### config.mk
export PLATFORM = sky130hd
export DESIGN_NAME = mem_access_unit
export DESIGN_NICKNAME = d
export VERILOG_FILES = /design/src/rtl/mem_access_unit.sv
export SDC_FILE = /design/constraint.sdc
export NUM_CORES = 1
export LEC_CHECK = 0
export CAP_MARGIN = 15
export CORE_ASPECT_RATIO = 1.1
export CORE_MARGIN = 8
export CORE_UTILIZATION = 40
export CTS_BUF_LIST = sky130_fd_sc_hd__clkbuf_8
export DETAILED_ROUTE_END_ITERATION = 7
export GPL_ROUTABILITY_DRIVEN = 0
export GPL_TIMING_DRIVEN = 1
export PLACE_DENSITY = 0.77
export SETUP_SLACK_MARGIN = 0.3
export SYNTH_ARGS = -nofsm -noshare
export SYNTH_HDL_FRONTEND = slang
export SYNTH_SLANG_ARGS = --single-unit
### constraint.sdc
create_clock -name clk -period 4.6 [get_ports clk]
set_clock_uncertainty 0.2 [all_clocks]
set_input_delay 0.92 -clock clk [delete_from_list [all_inputs] [get_ports clk]]
set_output_delay 0.92 -clock clk [all_outputs]
set_load 0.01 [all_outputs]
### src/rtl/mem_access_unit.sv
// MEM-stage load/store unit: one req/ack data-bus transaction per access, with lane steering and load extension.
// Optional MISALIGN_TRAP_EN: trap misaligned half/word accesses instead of forcing them aligned.
module mem_access_unit #(
    parameter int B        = 32,
    parameter int MAX_WAIT = 15
) (
    input  logic         clk,
    input  logic         reset,
    input  logic         in_valid,
    input  logic [B-1:0] addr,
    input  logic [B-1:0] store_data,
    input  logic         mem_read,
    input  logic         mem_write,
    input  logic [1:0]   mem_size,
    input  logic         mem_unsigned,
    output logic         stall,
    output logic         mem_req,
    output logic         mem_we,
    output logic [B-1:0] mem_addr,
    output logic [3:0]   mem_be,
    output logic [B-1:0] mem_wdata,
    input  logic [B-1:0] mem_rdata,
    input  logic         mem_ack,
    output logic [B-1:0] load_data,
    output logic         load_valid,
    output logic         bus_err,
    output logic         misalign
);
    typedef enum logic {IDLE = 1'b0, BUSY = 1'b1} state_t;

    localparam logic [7:0] LAST = 8'(MAX_WAIT - 1);

    state_t       state_q, state_d;
    logic [7:0]   cnt_q, cnt_d;
    logic         req_q, req_d, we_q, we_d;
    logic [B-1:0] addr_q, addr_d, wdata_q, wdata_d, ld_q, ld_d;
    logic [3:0]   be_q, be_d;
    logic [1:0]   a_q, a_d, size_q, size_d;
    logic         uns_q, uns_d, lv_q, lv_d, berr_q, berr_d, mis_q, mis_d;

    logic         access, trap, stall_c;
    logic [1:0]   a_eff;
    logic [3:0]   be_new;
    logic [B-1:0] wdata_new, ext;
    logic [7:0]   byte_v;
    logic [15:0]  half_v;

    assign access = in_valid & (mem_read | mem_write);

`ifdef MISALIGN_TRAP_EN
    assign trap = access & (((mem_size == 2'b01) & addr[0]) | (mem_size[1] & (|addr[1:0])));
`else
    assign trap = 1'b0;
`endif

    // Without the trap, half/word offsets are forced aligned here.
    always_comb begin
        unique case (mem_size)
            2'b00: begin
                a_eff     = addr[1:0];
                be_new    = 4'b0001 << addr[1:0];
                wdata_new = {4{store_data[7:0]}};
            end
            2'b01: begin
                a_eff     = {addr[1], 1'b0};
                be_new    = addr[1] ? 4'b1100 : 4'b0011;
                wdata_new = {2{store_data[15:0]}};
            end
            default: begin
                a_eff     = 2'b00;
                be_new    = 4'b1111;
                wdata_new = store_data;
            end
        endcase
    end

    always_comb begin
        unique case (a_q)
            2'd1:    byte_v = mem_rdata[15:8];
            2'd2:    byte_v = mem_rdata[23:16];
            2'd3:    byte_v = mem_rdata[31:24];
            default: byte_v = mem_rdata[7:0];
        endcase
        half_v = a_q[1] ? mem_rdata[31:16] : mem_rdata[15:0];
        unique case (size_q)
            2'b00:   ext = {{24{byte_v[7] & ~uns_q}}, byte_v};
            2'b01:   ext = {{16{half_v[15] & ~uns_q}}, half_v};
            default: ext = mem_rdata;
        endcase
    end

    always_comb begin
        state_d = state_q;
        cnt_d   = cnt_q;
        req_d   = req_q;
        we_d    = we_q;
        addr_d  = addr_q;
        be_d    = be_q;
        wdata_d = wdata_q;
        a_d     = a_q;
        size_d  = size_q;
        uns_d   = uns_q;
        ld_d    = ld_q;
        lv_d    = 1'b0;
        berr_d  = 1'b0;
        mis_d   = 1'b0;
        stall_c = 1'b0;
        unique case (state_q)
            IDLE: begin
                req_d = 1'b0;
                we_d  = 1'b0;
                if (trap) begin
                    mis_d = 1'b1;
                end else if (access) begin
                    stall_c = 1'b1;
                    state_d = BUSY;
                    req_d   = 1'b1;
                    we_d    = mem_write;
                    addr_d  = {addr[B-1:2], 2'b00};
                    be_d    = be_new;
                    wdata_d = wdata_new;
                    a_d     = a_eff;
                    size_d  = mem_size;
                    uns_d   = mem_unsigned;
                    cnt_d   = 8'd0;
                end
            end
            BUSY: begin
                // Ack beats a coincident timeout.
                if (mem_ack) begin
                    state_d = IDLE;
                    req_d   = 1'b0;
                    we_d    = 1'b0;
                    if (!we_q) begin
                        ld_d = ext;
                        lv_d = 1'b1;
                    end
                end else if (cnt_q == LAST) begin
                    state_d = IDLE;
                    req_d   = 1'b0;
                    we_d    = 1'b0;
                    berr_d  = 1'b1;
                end else begin
                    stall_c = 1'b1;
                    cnt_d   = cnt_q + 8'd1;
                end
            end
            default: state_d = IDLE;
        endcase
    end

    always_ff @(posedge clk or posedge reset) begin
        if (reset) begin
            state_q <= IDLE;
            cnt_q   <= '0;
            req_q   <= 1'b0;
            we_q    <= 1'b0;
            addr_q  <= '0;
            be_q    <= '0;
            wdata_q <= '0;
            a_q     <= '0;
            size_q  <= '0;
            uns_q   <= 1'b0;
            ld_q    <= '0;
            lv_q    <= 1'b0;
            berr_q  <= 1'b0;
            mis_q   <= 1'b0;
        end else begin
            state_q <= state_d;
            cnt_q   <= cnt_d;
            req_q   <= req_d;
            we_q    <= we_d;
            addr_q  <= addr_d;
            be_q    <= be_d;
            wdata_q <= wdata_d;
            a_q     <= a_d;
            size_q  <= size_d;
            uns_q   <= uns_d;
            ld_q    <= ld_d;
            lv_q    <= lv_d;
            berr_q  <= berr_d;
            mis_q   <= mis_d;
        end
    end

    assign stall      = stall_c & ~reset;
    assign mem_req    = req_q;
    assign mem_we     = we_q;
    assign mem_addr   = addr_q;
    assign mem_be     = be_q;
    assign mem_wdata  = wdata_q;
    assign load_data  = ld_q;
    assign load_valid = lv_q;
    assign bus_err    = berr_q;
    assign misalign   = mis_q;
endmodule

==> impl_metrics.tcl, run 1 <==
set metrics [dict create \
    status "completed" \
    ys_seq_elements 116 \
    htree_levels 4 \
    numCtsBuffers 17 \
    drcViolationCount 0 \
    avgSynthCellArea_sq_um 9.30 \
    ioPinCount 211 \
    rows 44 \
    grt_overflow 0 \
    dpl_cell_area_sq_mm 0.00754 \
    fin_crit_ns 3.81 \
    wl_per_cell_microns 17.9 \
    clkLatencyLatePin_ns 0.42 \
    total_power_mw 3.64 \
    use_met3 0.0910 \
    yosys_most_used_dff "dfrtp_1" \
    synth_top_family_by_area "simple AND/OR/NAND/NOR gates" \
    power_frac_seq 0.406 \
    grt_max_degree 61 \
    synth-xor-area-share 0.00489 \
    max_freq_mhz 262 \
    critPathLaunchType "input port" \
    initial_core_util 0.408 \
    grt.met1_usage 0.216 \
    dieArea_sq_mm 0.0174 \
    core_sq_mm 0.0132 \
    synth_warnings 0 \
    end_kind "primary output" \
    nFillCells 1115 \
    antennaDiodeCount 0 \
    setup_violations 0 \
    synth_edf_count 0 \
    p_switching_mw 1.15 \
    vias 4849 \
    synth_cells 578 \
    setup_tns_ns 0 \
    synth.distinct_cells 48 \
    p_comb_frac 0.349 \
    viasPerCell 5.14 \
    grt_usage 0.197 \
    crit_arrival_ns 2.69 \
    antenna_found_initial 0 \
    cp_max_fo 3 \
    first_global_vias 5223 \
    yosysSeqAreaShare 0.540 \
    portBuffers 207 \
    sw_frac_of_total 0.316 \
    grt_pass1_wl_microns 27000 \
    die_h_microns 138 \
    layout-drive-gt1-share 0.0613 \
    drt_first_pass_iters 5 \
    design_area_sq_mm 0.00791 \
    cts-root-buf "clkbuf_8" \
    p_per_area_mw_per_mm2 460 \
    worst_slew_pin_slew_ns 0.930 \
    synth_compound_area_frac 0.0997 \
    slew_viol_final 0 \
    irDropWorstVdd_v 0.000245 \
    worst-setup-path-type "input port to primary output" \
    ys_async_sr_fraction 1.00 \
    cap_violations 0 \
    power.leakage_nw 3.65 \
    grt_setup_unrepaired "no" \
    clock-sinks 116 \
    hold_violations 0 \
    path_clk_slew_ns 0.06 \
    die_w_microns 127 \
    ant_nets 0 \
    worstPathRequired_ns 3.48 \
    synth_area_sq_mm 0.00537 \
    met2_usage 0.332 \
    top_usage_layer "met2" \
    cts-resized-gates 0 \
    p_int_mw 2.49 \
    period_share 0.829 \
    drt_iter0_markers 379 \
    slew_headroom 0.377 \
    syn2layout_area_growth_pct 47.1 \
    cts_tree "built" \
    hold_buffers 0 \
    postCtsSetupRepairBufs 0 \
    pwr-share-clk 0.245 \
    drt-total-wl_microns 16900 \
    hold_class "register to register" \
    hpwl_microns 12700 \
    synth_simple_gate_area_share 0.221 \
    muxShareOfSynthArea 0.0829 \
    fin_nets 881 \
    cts_buffer_depth 2 \
    synthAdderAreaFrac 0.00466 \
]
path summary, 6_finish.rpt:
path                       depth (start not counted)  slack, ns                        end                     start
setup / recovery                                   6       0.79                      stall                  in_valid
hold / removal                                     2       0.27   mem_wdata[5]$_DFFE_PP0P_  mem_wdata[5]$_DFFE_PP0P_
setup reg to reg                                   4       2.36  load_data[12]$_DFFE_PP0P_        a_q[1]$_DFFE_PP0P_
hold reg to reg                                    2       0.27   mem_wdata[5]$_DFFE_PP0P_  mem_wdata[5]$_DFFE_PP0P_
max in group asynchronous                          4       2.01         mem_we$_DFFE_PP0P_                     reset
min in group asynchronous                          3       0.94   mem_wdata[7]$_DFFE_PP0P_                     reset
final cells by class:
cell class                 count  area, sq um  area share
clock inverter                 8         87.6      0.0111
clock buffer                  20          275      0.0348
tap                          161          201      0.0255
inverter                      12         48.8     0.00617
timing repair buffer         215         2140       0.271
sequential                   116         2900       0.367
multi-input combinational    412         2240       0.284
critical path, cell delays in order:
cell             delay (ns)
clkdlybuf4s50_1        0.45
nor2b_1                0.31
o21a_2                 0.21
or2_2                  0.12
and2_1                 0.14
clkdlybuf4s50_1        0.54
cells by family (layout without fill, tap and decap cells):
logic type      after synthesis  in the layout
compound gates               92             92
xor+xnor                      3              3
fa+ha+maj                     2              2
buf+inv                      52            255
flops                       116            116
mux                          44             44
other cells                   1              3
simple gates                268            268
cell usage after synthesis (2+ instances only):
cell / number / area, sq um
and3_1: 2 / 12.5
mux2i_1: 42 / 420
nor2_1: 18 / 67.6
buf_2: 17 / 85.1
a31oi_1: 4 / 25.0
buf_4: 6 / 45.0
a21oi_1: 25 / 125
inv_1: 12 / 45.0
nor2b_1: 9 / 56.3
or3_1: 3 / 18.8
ha_1: 2 / 25.0
nand3b_1: 2 / 15.0
o21a_1: 2 / 15.0
nand2b_1: 4 / 25.0
dfrtp_1: 116 / 2900
clkbuf_1: 14 / 52.6
a311oi_1: 7 / 61.3
o22ai_1: 7 / 43.8
nand3_1: 35 / 175
o21ai_0: 40 / 200
nand2_1: 181 / 679
buf_1: 2 / 7.51
nand4b_1: 2 / 17.5
xor2_1: 2 / 17.5
per-stage QoR:
step | worst slack, ns | cells | hold slack, ns | util
after detailed placement | 0.805 | 916 | 0.262 | 0.573
after floorplan | 0.450 | 580 | 0.278 | -
after CTS | 0.796 | 944 | 0.277 | 0.601
final | 0.785 | 944 | 0.273 | 0.601
after global placement | 0.862 | 916 | 0.258 | 0.573
after global routing | 0.745 | 944 | 0.303 | 0.601
power groups by stage:
stage / registers [mW] / logic, mW / clock network (mW)
after floorplan: 1.57 / 0.430 / 0
after global placement: 1.48 / 1.26 / 0
after detailed placement: 1.49 / 1.28 / 0
after CTS: 1.48 / 1.29 / 0.916
after global routing: 1.51 / 1.38 / 0.960
final: 1.48 / 1.27 / 0.892
flip-flops by register name, indices dropped and copies added, names as in the netlist:
signal      flops
size_q          2
mem_be          4
state_q         1
bus_err         1
a_q             2
mem_we          1
cnt_q           8
uns_q           1
mem_addr       30
load_data      32
mem_req         1
load_valid      1
mem_wdata      32
routing by layer:
metal / vias up / routed length, microns
li1: 2327 / -
met1: 2304 / 6570
met2: 202 / 8410
met3: 16 / 1650
met4: 0 / 224
met5: - / 0
cells in the final DEF (no fill, tap or decap), drive strengths merged, types with 2 or more instances in the layout:
| cell type | Yosys | routed |
|---|---|---|
| nor3 | 2 | 2 |
| mux2i | 43 | 43 |
| nor2b | 9 | 9 |
| nand2 | 181 | 181 |
| conb | 1 | 3 |
| clkbuf | 14 | 20 |
| nor2 | 19 | 19 |
| nand3b | 2 | 2 |
| nand4b | 2 | 2 |
| nor3b | 2 | 2 |
| clkinv | 0 | 4 |
| dfrtp | 116 | 116 |
| nand2b | 4 | 4 |
| ha | 2 | 2 |
| a311oi | 7 | 7 |
| and3 | 2 | 2 |
| inv | 12 | 13 |
| o21ai | 41 | 41 |
| o22ai | 7 | 7 |
| or3 | 3 | 3 |
| a21oi | 27 | 27 |
| buf | 26 | 8 |
| clkdlybuf4s50 | 0 | 207 |
| xor2 | 2 | 2 |
| o21a | 2 | 2 |
| a31oi | 4 | 4 |
| bufinv | 0 | 2 |
| nand3 | 36 | 36 |
Power figures use the tool's default switching activity.
==> inputs of run 2 (changes only) <==
--- a/config.mk
+++ b/config.mk
@@ -13,7 +13,7 @@
 export DETAILED_ROUTE_END_ITERATION = 7
 export GPL_ROUTABILITY_DRIVEN = 0
 export GPL_TIMING_DRIVEN = 1
-export PLACE_DENSITY = 0.77
+export PLACE_DENSITY = 0.74
 export SETUP_SLACK_MARGIN = 0.3
 export SYNTH_ARGS = -nofsm -noshare
 export SYNTH_HDL_FRONTEND = slang
==> constraint.sdc (replaced) <==
create_clock -name clk -period 3.7 [get_ports clk]
set_clock_uncertainty 0.2 [all_clocks]
set_input_delay 0.74 -clock clk [delete_from_list [all_inputs] [get_ports clk]]
set_output_delay 0.74 -clock clk [all_outputs]
set_load 0.01 [all_outputs]
==> run 2 against run 1 <==
  * Sequential power up 24%
  * Core utilization up 0.81 points
  * Sequential share of layout area down 0.49 points
  * Combinational power up 25%
  * Final cell count up 0.53%
  * Setup slack worse by 0.10 ns
  * Critical path depth unchanged
  * Clock power up 46%
  * First-iteration DRC count down 5.3%
  * Sequential cell count unchanged
  * Via count down 0.35%
==> impl_metrics.tcl, run 2 (synthesized netlist as in run 1, its figures left out) <==
set metrics [dict create \
    status "completed" \
    power.leakage_nw 3.71 \
    grt_overflow 0 \
    initial_core_util 0.408 \
    crit_arrival_ns 2.08 \
    core_sq_mm 0.0132 \
    worst-setup-path-type "input port to primary output" \
    viasPerCell 5.09 \
    slew_headroom 0.448 \
    post-route-util 0.609 \
    grt_usage 0.198 \
    drt_iter0_markers 359 \
    layout-drive-gt1-share 0.0698 \
    grt_setup_unrepaired "no" \
    cts_buffer_depth 2 \
    fin_hold_ws_ns 0.274 \
    period_share 0.815 \
    setup_tns_ns 0 \
    htree_levels 4 \
    fin_ws_ns 0.685 \
    wl_per_cell_microns 18.0 \
    max_freq_mhz 332 \
    antenna_found_initial 0 \
    dieArea_sq_mm 0.0174 \
    final_common_cell "clkdlybuf4s50_1" \
    irDropWorstVdd_v 0.000243 \
    worst_slew_pin_slew_ns 0.828 \
    numCtsBuffers 17 \
    fin_crit_ns 3.02 \
    cts-root-buf "clkbuf_8" \
    vias 4832 \
    final_cell_mix "205 x clkdlybuf4s50_1, 181 x nand2_1, 116 x dfrtp_1, 42 x mux2i_1, 40 x o21ai_0" \
    hpwl_microns 12700 \
    total_power_mw 4.73 \
    cp_max_fo 4 \
    first_global_vias 5135 \
    fin_nets 883 \
    grt_max_degree 98 \
    ioPinCount 211 \
    clkLatencyLatePin_ns 0.42 \
    clock-sinks 116 \
    antennaDiodeCount 0 \
    p_per_area_mw_per_mm2 590 \
    cap_violations 0 \
    drcViolationCount 0 \
    hold_buffers 0 \
    die_h_microns 138 \
    hold_violations 0 \
    worstPathRequired_ns 2.76 \
    pre_cts_ws_ns 0.329 \
    cts_tree "built" \
    drt-total-wl_microns 17100 \
    grt_pass1_wl_microns 27000 \
    critPathLaunchType "input port" \
    ant_nets 0 \
    hold_class "register to register" \
    path_clk_slew_ns 0.07 \
    portBuffers 207 \
    setup_violations 0 \
    drt_first_pass_iters 4 \
    nFillCells 1164 \
    slew_viol_final 0 \
    rows 44 \
    syn2layout_area_growth_pct 49.1 \
    end_kind "primary output" \
    die_w_microns 127 \
]
==> run 2: worst max-delay path, stage by stage <==
cell	delay [ns]
clkdlybuf4s50_1	0.50
nand2b_1	0.16
a21oi_2	0.05
or2_2	0.30
and2_1	0.16
dlymetal6s2s_1	0.17
==> run 2: power breakdown <==
part	switching, mW	internal, mW
logic	0.725	0.868
clock network	0.504	0.797
registers	0.228	1.60
total	1.46	3.27
==> run 2: final timing paths <==
| kind | start | to | slack, ns | cells past startpoint |
|---|---|---|---|---|
| min in group asynchronous | reset | size_q[1]$_DFFE_PP0P_ | 0.75 | 3 |
| setup / recovery | mem_ack | stall | 0.68 | 6 |
| hold / removal | mem_addr[21]$_DFFE_PP0P_ | mem_addr[21]$_DFFE_PP0P_ | 0.27 | 2 |
| setup reg to reg | a_q[1]$_DFFE_PP0P_ | load_data[12]$_DFFE_PP0P_ | 1.39 | 4 |
| max in group asynchronous | reset | mem_wdata[11]$_DFFE_PP0P_ | 1.24 | 4 |
| hold reg to reg | mem_addr[21]$_DFFE_PP0P_ | mem_addr[21]$_DFFE_PP0P_ | 0.27 | 2 |
==> run 2: final cells by class <==
| type | count | area (sq um) | area share |
|---|---|---|---|
| Sequential cell | 116 | 2900 | 0.362 |
| Multi-Input combinational cell | 412 | 2250 | 0.281 |
| Timing Repair Buffer | 217 | 2160 | 0.270 |
| Clock buffer | 21 | 289 | 0.0361 |
| Tap cell | 161 | 201 | 0.0251 |
| Clock inverter | 10 | 154 | 0.0192 |
| Inverter | 12 | 48.8 | 0.00609 |
==> run 2: per-stage QoR <==
step           cell area [sq um]  std cells
2_1_floorplan               5390        580
3_3_place_gp                7560        918
3_5_place_dp                7560        918
4_1_cts                     8000        949
5_1_grt                     8010        949
6_report                    8010        949
==> run 2: timing repair <==
action	CTS	global route
setup buffers	0	0
resized for setup	0	4
setup endpoints to repair	0	1
==> run 2: routing by layer <==
layer	vias up	global-route usage	part of all wire
met3	19	0.0933	0.097
met2	178	0.341	0.50
met1	2314	0.214	0.39
li1	2321	-	-
met5	-	0	0
met4	0	0.0609	0.019
